==> src/rtl/if_id_stage.sv <==
// ----------------------------------------------------------------------------
// if_id_stage
//
// Instruction-fetch stage plus the IF/ID pipeline register of a 5-stage core.
// Holds the PC, issues one fetch request per cycle to instruction memory and
// captures the returned instruction into IF/ID. Redirects (branch from EX,
// jump from ID) that arrive while a fetch is still outstanding are parked in
// saved_target and applied once that old fetch finally completes (DRAIN).
//
// Ports
//   clk, reset             : clock, synchronous active-high reset
//   PC_write, IFID_write   : hazard-unit enables (0 = stall)
//   IFID_flush             : hazard-unit clear of IF/ID
//   Branch2, BranchAddr    : taken branch resolved in EX and its target
//   Jump, JumpAddr         : jump decoded in ID and its target
//   imem_req, imem_addr    : fetch request / address (address = PC)
//   imem_rdata, imem_ready : returned instruction, fetch completes this cycle
//   IFID_PC4, IFID_Instr   : registered PC+4 and instruction
//   IFID_valid             : IF/ID holds a real instruction
//   fetch_stall            : fetch is not completing this cycle
//   dbg_state              : FSM state (0 = FETCH, 1 = DRAIN)
//
// Handshake: the request is held (imem_req=1, imem_addr unchanged) from the
// cycle it is raised until the cycle imem_ready=1; that cycle's imem_rdata is
// the response, and the next request starts on the following cycle.
// ----------------------------------------------------------------------------
module if_id_stage #(
    parameter logic [31:0] RESET_PC = 32'h8000_0000
) (
    input  logic        clk,
    input  logic        reset,
    input  logic        PC_write,
    input  logic        IFID_write,
    input  logic        IFID_flush,
    input  logic        Branch2,
    input  logic [31:0] BranchAddr,
    input  logic        Jump,
    input  logic [31:0] JumpAddr,
    output logic        imem_req,
    output logic [31:0] imem_addr,
    input  logic [31:0] imem_rdata,
    input  logic        imem_ready,
    output logic [31:0] IFID_PC4,
    output logic [31:0] IFID_Instr,
    output logic        IFID_valid,
    output logic        fetch_stall,
    output logic        dbg_state
);

    typedef enum logic {
        FETCH = 1'b0,
        DRAIN = 1'b1
    } state_t;

    state_t      state_q, state_d;
    logic [31:0] pc_q, pc_d;
    logic [31:0] saved_target_q, saved_target_d;
    logic [31:0] ifid_pc4_q, ifid_pc4_d;
    logic [31:0] ifid_instr_q, ifid_instr_d;
    logic        ifid_valid_q, ifid_valid_d;

    logic        redirect;
    logic [31:0] target;
    logic [31:0] pc_plus4;
    logic        advance;
    logic        unused_addr_bits;

    // Targets are word aligned; their low two bits are ignored.
    assign redirect         = Branch2 | Jump;
    assign target           = Branch2 ? {BranchAddr[31:2], 2'b00}
                                      : {JumpAddr[31:2], 2'b00};
    assign unused_addr_bits = ^{BranchAddr[1:0], JumpAddr[1:0]};
    assign pc_plus4         = pc_q + 32'd4;

    // An instruction is only kept if the PC moves past it this cycle. When the
    // PC is held it will be refetched, so capturing it now would duplicate it.
    assign advance = (state_q == FETCH) && imem_ready && (redirect || PC_write);

    // ------------------------------------------------------------------------
    // Next-state / PC logic
    // ------------------------------------------------------------------------
    always_comb begin
        state_d        = state_q;
        pc_d           = pc_q;
        saved_target_d = saved_target_q;
        if (state_q == FETCH) begin
            if (imem_ready) begin
                if (redirect) begin
                    pc_d = target;
                end else if (PC_write) begin
                    pc_d = pc_plus4;
                end
            end else if (redirect) begin
                // The outstanding fetch must still be allowed to finish at
                // the old address, so park the target.
                saved_target_d = target;
                state_d        = DRAIN;
            end
        end else begin
            if (redirect) begin
                saved_target_d = target;
            end
            if (imem_ready) begin
                // A redirect arriving in the completing cycle is the newest.
                pc_d    = redirect ? target : saved_target_q;
                state_d = FETCH;
            end
        end
    end

    // ------------------------------------------------------------------------
    // IF/ID register next value
    // ------------------------------------------------------------------------
    always_comb begin
        ifid_pc4_d   = ifid_pc4_q;
        ifid_instr_d = ifid_instr_q;
        ifid_valid_d = ifid_valid_q;
        if (IFID_flush) begin
            ifid_pc4_d   = 32'd0;
            ifid_instr_d = 32'd0;
            ifid_valid_d = 1'b0;
        end else if (IFID_write) begin
            if (advance) begin
                ifid_pc4_d   = pc_plus4;
                ifid_instr_d = imem_rdata;
                ifid_valid_d = 1'b1;
            end else begin
                ifid_pc4_d   = 32'd0;
                ifid_instr_d = 32'd0;
                ifid_valid_d = 1'b0;
            end
        end
    end

    // ------------------------------------------------------------------------
    // State registers
    // ------------------------------------------------------------------------
    always_ff @(posedge clk) begin
        if (reset) begin
            state_q        <= FETCH;
            pc_q           <= {RESET_PC[31:2], 2'b00};
            saved_target_q <= 32'd0;
            ifid_pc4_q     <= 32'd0;
            ifid_instr_q   <= 32'd0;
            ifid_valid_q   <= 1'b0;
        end else begin
            state_q        <= state_d;
            pc_q           <= pc_d;
            saved_target_q <= saved_target_d;
            ifid_pc4_q     <= ifid_pc4_d;
            ifid_instr_q   <= ifid_instr_d;
            ifid_valid_q   <= ifid_valid_d;
        end
    end

    assign imem_req    = ~reset;
    assign imem_addr   = pc_q;
    assign fetch_stall = ~reset & ((state_q == DRAIN) | ~imem_ready);
    assign IFID_PC4    = ifid_pc4_q;
    assign IFID_Instr  = ifid_instr_q;
    assign IFID_valid  = ifid_valid_q;
    assign dbg_state   = state_q;

endmodule

==> config.mk <==
export PLATFORM = sky130hd
export DESIGN_NAME = if_id_stage
export DESIGN_NICKNAME = d
export VERILOG_FILES = /design/src/rtl/if_id_stage.sv
export SDC_FILE = /design/constraint.sdc
export NUM_CORES = 1
export LEC_CHECK = 0
export CAP_MARGIN = 10
export CORE_UTILIZATION = 25
export CTS_CLUSTER_DIAMETER = 50
export DETAILED_ROUTE_END_ITERATION = 12
export HOLD_SLACK_MARGIN = 0.06
export PLACE_DENSITY_LB_ADDON = 0.25
export SYNTH_ARGS = -nofsm -noshare
export SYNTH_HDL_FRONTEND = slang
export SYNTH_SLANG_ARGS = --single-unit
==> constraint.sdc <==
create_clock -name clk -period 3.8 [get_ports clk]
set_input_delay 0.76 -clock clk [delete_from_list [all_inputs] [get_ports clk]]
set_output_delay 0.76 -clock clk [all_outputs]
set_load 0.02 [all_outputs]
== After elaboration in Yosys (flattened, before gate mapping) ==
Index checks and enable logic that the tools add are counted.
Cells by class
  multiplexer cells: 16
  bitwise gates (word level): 6
  add/sub/neg operators: 1
  reduce and logical (&&, ||, !) cells: 6
  eq/ne operators: 1
Operators by type and width (number)
  two-way mux 32 bit: 11
  adder 32 x 3 -> 32 bit, second input constant: 1
  two-way mux 1 bit: 5
  NOT 1 bit: 3
  nonzero test 3 bit: 1
  logical AND 1 bit: 2
  != test 2 x 1 -> 1 bit, second input constant: 1
  bitwise OR 1 bit: 2
  AND reduction 2 bit: 1
  OR reduction 2 bit: 1
  bitwise AND 1 bit: 1
  logical OR 1 bit: 1
Word-level totals
  logic and storage cells: 36
  output and inout port bits: 100
  register bits: 130
  input bits: 104

== Longest topological paths before layout ==
  depth after elaboration: 5
  depth in mapped cells: 8
  gate-level depth less buffers: 6

== Least setup slack after synthesis ==
Ideal clock, no wire load.
  path type: input to register
  start: input Branch2
  end: register pc_q[30] (netlist: imem_addr[30])
  setup time: 0.115 ns
  arrival time: 2.180 ns
  path buffers: 2
  slack: 1.505 ns
  stages: 6
  required time: 3.685 ns
  cell sequence: clkbuf_1 or3_1 o21ai_1 clkbuf_1 o21ai_0 o21a_1
Between the ends
  cells in the longest elaborated chain, start to end: 4
  elaborated cells between the ends (all ways): 9
  classes of those cells: mux (6); bitwise (1); reduce/logical (2)
RTL lines
  start, declared: RTL line 35  | input logic Branch2,
  two-way mux 32 bit or bitwise OR 1 bit (tied branches): RTL line 70, 69
  two-way mux 32 bit, on equally long branches
  two-way mux 32 bit, on equally long branches: RTL line 87, 103
  two-way mux 32 bit: RTL line 86  | if (state_q == FETCH) begin
  end signal, assigned: RTL line 141  | pc_q <= {RESET_PC[31:2], 2'b00};
  end signal, assigned: RTL line 148  | pc_q <= pc_d;
  end, declared: RTL line 56  | logic [31:0] pc_q, pc_d;
Parallel ways exist; a longest one is shown, timed or not. The select of a mux whose other input is x is not followed.
A chain may end at the register's enable or synchronous reset.

== Worst setup path in the final report ==
  start: input imem_ready
  end: output fetch_stall
Between the ends
  cells in the longest elaborated chain, start to end: 3
RTL lines
  start, declared: RTL line 42  | input logic imem_ready,
  NOT 1 bit: RTL line 158  | assign fetch_stall = ~reset & ((state_q == DRAIN) | ~imem_ready);
  bitwise OR 1 bit: RTL line 158
  bitwise AND 1 bit: RTL line 158
  end, declared: RTL line 46  | output logic fetch_stall,
No other way between the ends.

==> flow_metrics.tcl <==
set metrics [dict create \
    status "finished, final reports clean" \
    worstReg2RegEnd "imem_addr[23]" \
    clockPowerShare_pct 44.0 \
    timing.final.crit_share_pct 75.6 \
    ys_seq_area_share_pct 43.3 \
    synth_area_leaders "dfxtp_1 (43%), o21ai_0 (7.4%), nand2_1 (6.7%), a22oi_1 (5.7%), nor2_1 (5.4%)" \
    whs_path_depth 2 \
    ys.warnings.count 0 \
    holdCritStartpoint "saved_target_q[29]" \
    finalHoldViolCount 0 \
    synth_xor_area_share_pct 3.94 \
    placed_cells 1235 \
    synth_most_common_cell "dfxtp_1" \
    drive_gt1_share_pct 7.70 \
    postCtsSetupBuffers 0 \
    drt_iter0_markers 403 \
    grt_pass1_vias 5394 \
    r2r-start "imem_addr[11]" \
    clkTransAtPathRegs_ps 60 \
    power.internal_mw 2.57 \
    instances_no_fill 1267 \
    setup_viol 0 \
    worst_hold_path_type "reg -> reg" \
    grt_max_degree 45 \
    synth.avg_cell_area_um2 7.98 \
    antenna_found_initial 0 \
    gr-total-overflow 0 \
    cts_tree "yes" \
    cts_sinks 130 \
    rows 56 \
    setup_tns_ps 0 \
    nets 1040 \
    power_density_nw_per_um2 397 \
    async_flop_share_pct 0 \
    wl_mm 20.5 \
    ant_nets 0 \
    ff2ff_path_depth 5 \
    avgRoutedWirePerCell_um 16.1 \
    p_leak_nw 3.08 \
    insertion_delay_ps 420 \
    yosysUniqueCellTypes 57 \
    numCtsBuffers 17 \
    max_slew_margin_pct 46.7 \
    cts_max_level 4 \
    coreArea_um2 23500 \
    cts-resized-gates 0 \
    drt_pass1_iterations 5 \
    drc_errors 0 \
    critPathArrivalTime_ps 2110 \
    post-route-min-period_ps 2870 \
    place_ws_ps 725 \
    hpwl_mm 15.1 \
    crit_required_ps 3040 \
    synthAdderAreaFrac_pct 0.208 \
    gp_congestion 0.798 \
    cts_hold_buf 0 \
    ys.flop_type "dfxtp_1" \
    die_h_um 157 \
    synth_cells 753 \
    fin_skew_ps 12.8 \
    switchingPower_mw 0.972 \
    tightest_slew_ps 792 \
    maxSlewViolCount 0 \
    vias 5981 \
    synth_top_family_by_area "compound AO/OA/AOI/OAI gates" \
    synth_edf_count 0 \
    fmax_ghz 0.348 \
    end_kind "output pin" \
    worstSetupPathType "in -> out" \
    vias_per_cell 4.72 \
    netlist_top_cells_count "dfxtp_1 (130), nand2_1 (107), o21ai_0 (89)" \
    utilization_pct 37.9 \
    cp_max_fo 2 \
    grt_pass1_wl_mm 31.2 \
    synth_mux_area_share_pct 1.04 \
    synth_area_um2 6010 \
    switching_share_pct 27.5 \
    area_growth_pct 48.4 \
    rsz0062_at_grt "no" \
    port_buffers 199 \
    fin_ws_ps 926 \
    whs_endpoint "saved_target_q[29]" \
    ys_seq_elements 130 \
    power_mw 3.54 \
    synth-compound-area-share_pct 25.0 \
    reg2reg_slack_ps 1340 \
    die_x_um 157 \
    start_util_pct 25.5 \
    max_cap_viol_count 0 \
    yosysTopAreaCellShare_pct 43.3 \
    root_buffer "clkbuf_16" \
    syn_nets 858 \
    ir_drop_mv 0.248 \
    ios 204 \
    crit_path_start_kind "input port" \
    die_area_um2 24700 \
    pwr-share-seq_pct 41.8 \
    cts_buffer_depth 2 \
    synthSimpleGateAreaFrac_pct 22.0 \
    synth_area_leader_cell "dfxtp_1" \
    grt_use_total_pct 16.4 \
    diodes 0 \
    comb_power_share_pct 14.2 \
]
flip-flops by register name (all words and copies together) (netlist names):
| name | cells |
|---|---|
| saved_target_q | 32 |
| IFID_Instr | 32 |
| imem_addr | 32 |
| IFID_valid | 1 |
| IFID_PC4 | 32 |
| dbg_state | 1 |
worst max-delay path, cell delays in order:
cell	delay (ps)
clkdlybuf4s50_1	530
nand2b_1	90
nand2_1	90
clkinv_1	90
clkdlybuf4s50_1	550
cell usage in the layout (no fill, tap or decap), drive strengths merged, types with 12 or more instances in the layout:
master	netlist	final
a31oi	13	13
nand3	18	18
xor2	12	12
a22oi	46	46
buf	6	27
nand2	107	107
o21ai	90	90
clkbuf	56	18
a21oi	39	39
dfxtp	130	130
nand4	15	15
clkdlybuf4s50	0	198
nor2	86	86
xnor2	15	15
kinds of logic (layout without fill, tap and decap cells):
logic type | Yosys count | count (layout)
AOI/OAI and AO/OA | 238 | 238
xor gates and xnor gates | 27 | 27
adders and majority gates | 1 | 1
buffers and inverters | 70 | 265
DFF | 130 | 130
muxes | 6 | 6
and+or+nand+nor | 281 | 281
area by class of cell:
| cell class | instances | area, um2 |
|---|---|---|
| Clock buffer | 18 | 429 |
| Clock inverter | 14 | 130 |
| Fill cell | 2511 | 14600 |
| Inverter | 8 | 30.0 |
| Multi-Input combinational cell | 553 | 3140 |
| Sequential cell | 130 | 2600 |
| Tap cell | 319 | 399 |
| Timing Repair Buffer | 225 | 2180 |
metal layers:
metal | global-route usage (%) | wire length [um] | vias to the layer above
li1 | - | - | 3056
met1 | 24.4 | 10500 | 2722
met2 | 23.8 | 8830 | 193
met3 | 3.47 | 966 | 10
met4 | 3.74 | 133 | 0
met5 | 0 | 0 | -
how the worst max path moves through the flow:
stage / startpoint / endpoint / slack (ps) / cells past startpoint
2_1_floorplan: Branch2 / imem_addr[30] / 1510 / 6
3_3_place_gp: Jump / imem_addr[19] / 750 / 7
6_report: imem_ready / fetch_stall / 930 / 5
5_1_grt: imem_ready / fetch_stall / 850 / 5
3_5_place_dp: Jump / imem_addr[19] / 730 / 7
4_1_cts: imem_ready / fetch_stall / 900 / 5
metrics by stage:
stage / hold slack (ps) / cell area (um2)
2_1_floorplan: 416 / 6010
3_5_place_dp: 438 / 8360
5_1_grt: 471 / 8920
6_report: 447 / 8920
4_1_cts: 452 / 8920
3_3_place_gp: 427 / 8360
power by group through the flow:
| stage | combinational, mW | sequential, mW | clock [mW] |
|---|---|---|---|
| final | 0.502 | 1.48 | 1.56 |
| after global routing | 0.545 | 1.49 | 1.67 |
| after CTS | 0.506 | 1.48 | 1.60 |
| after detailed placement | 0.504 | 1.51 | 0 |
| after global placement | 0.500 | 1.51 | 0 |
| after floorplan | 0.221 | 1.52 | 0 |
(Power assumes the default switching activity.)
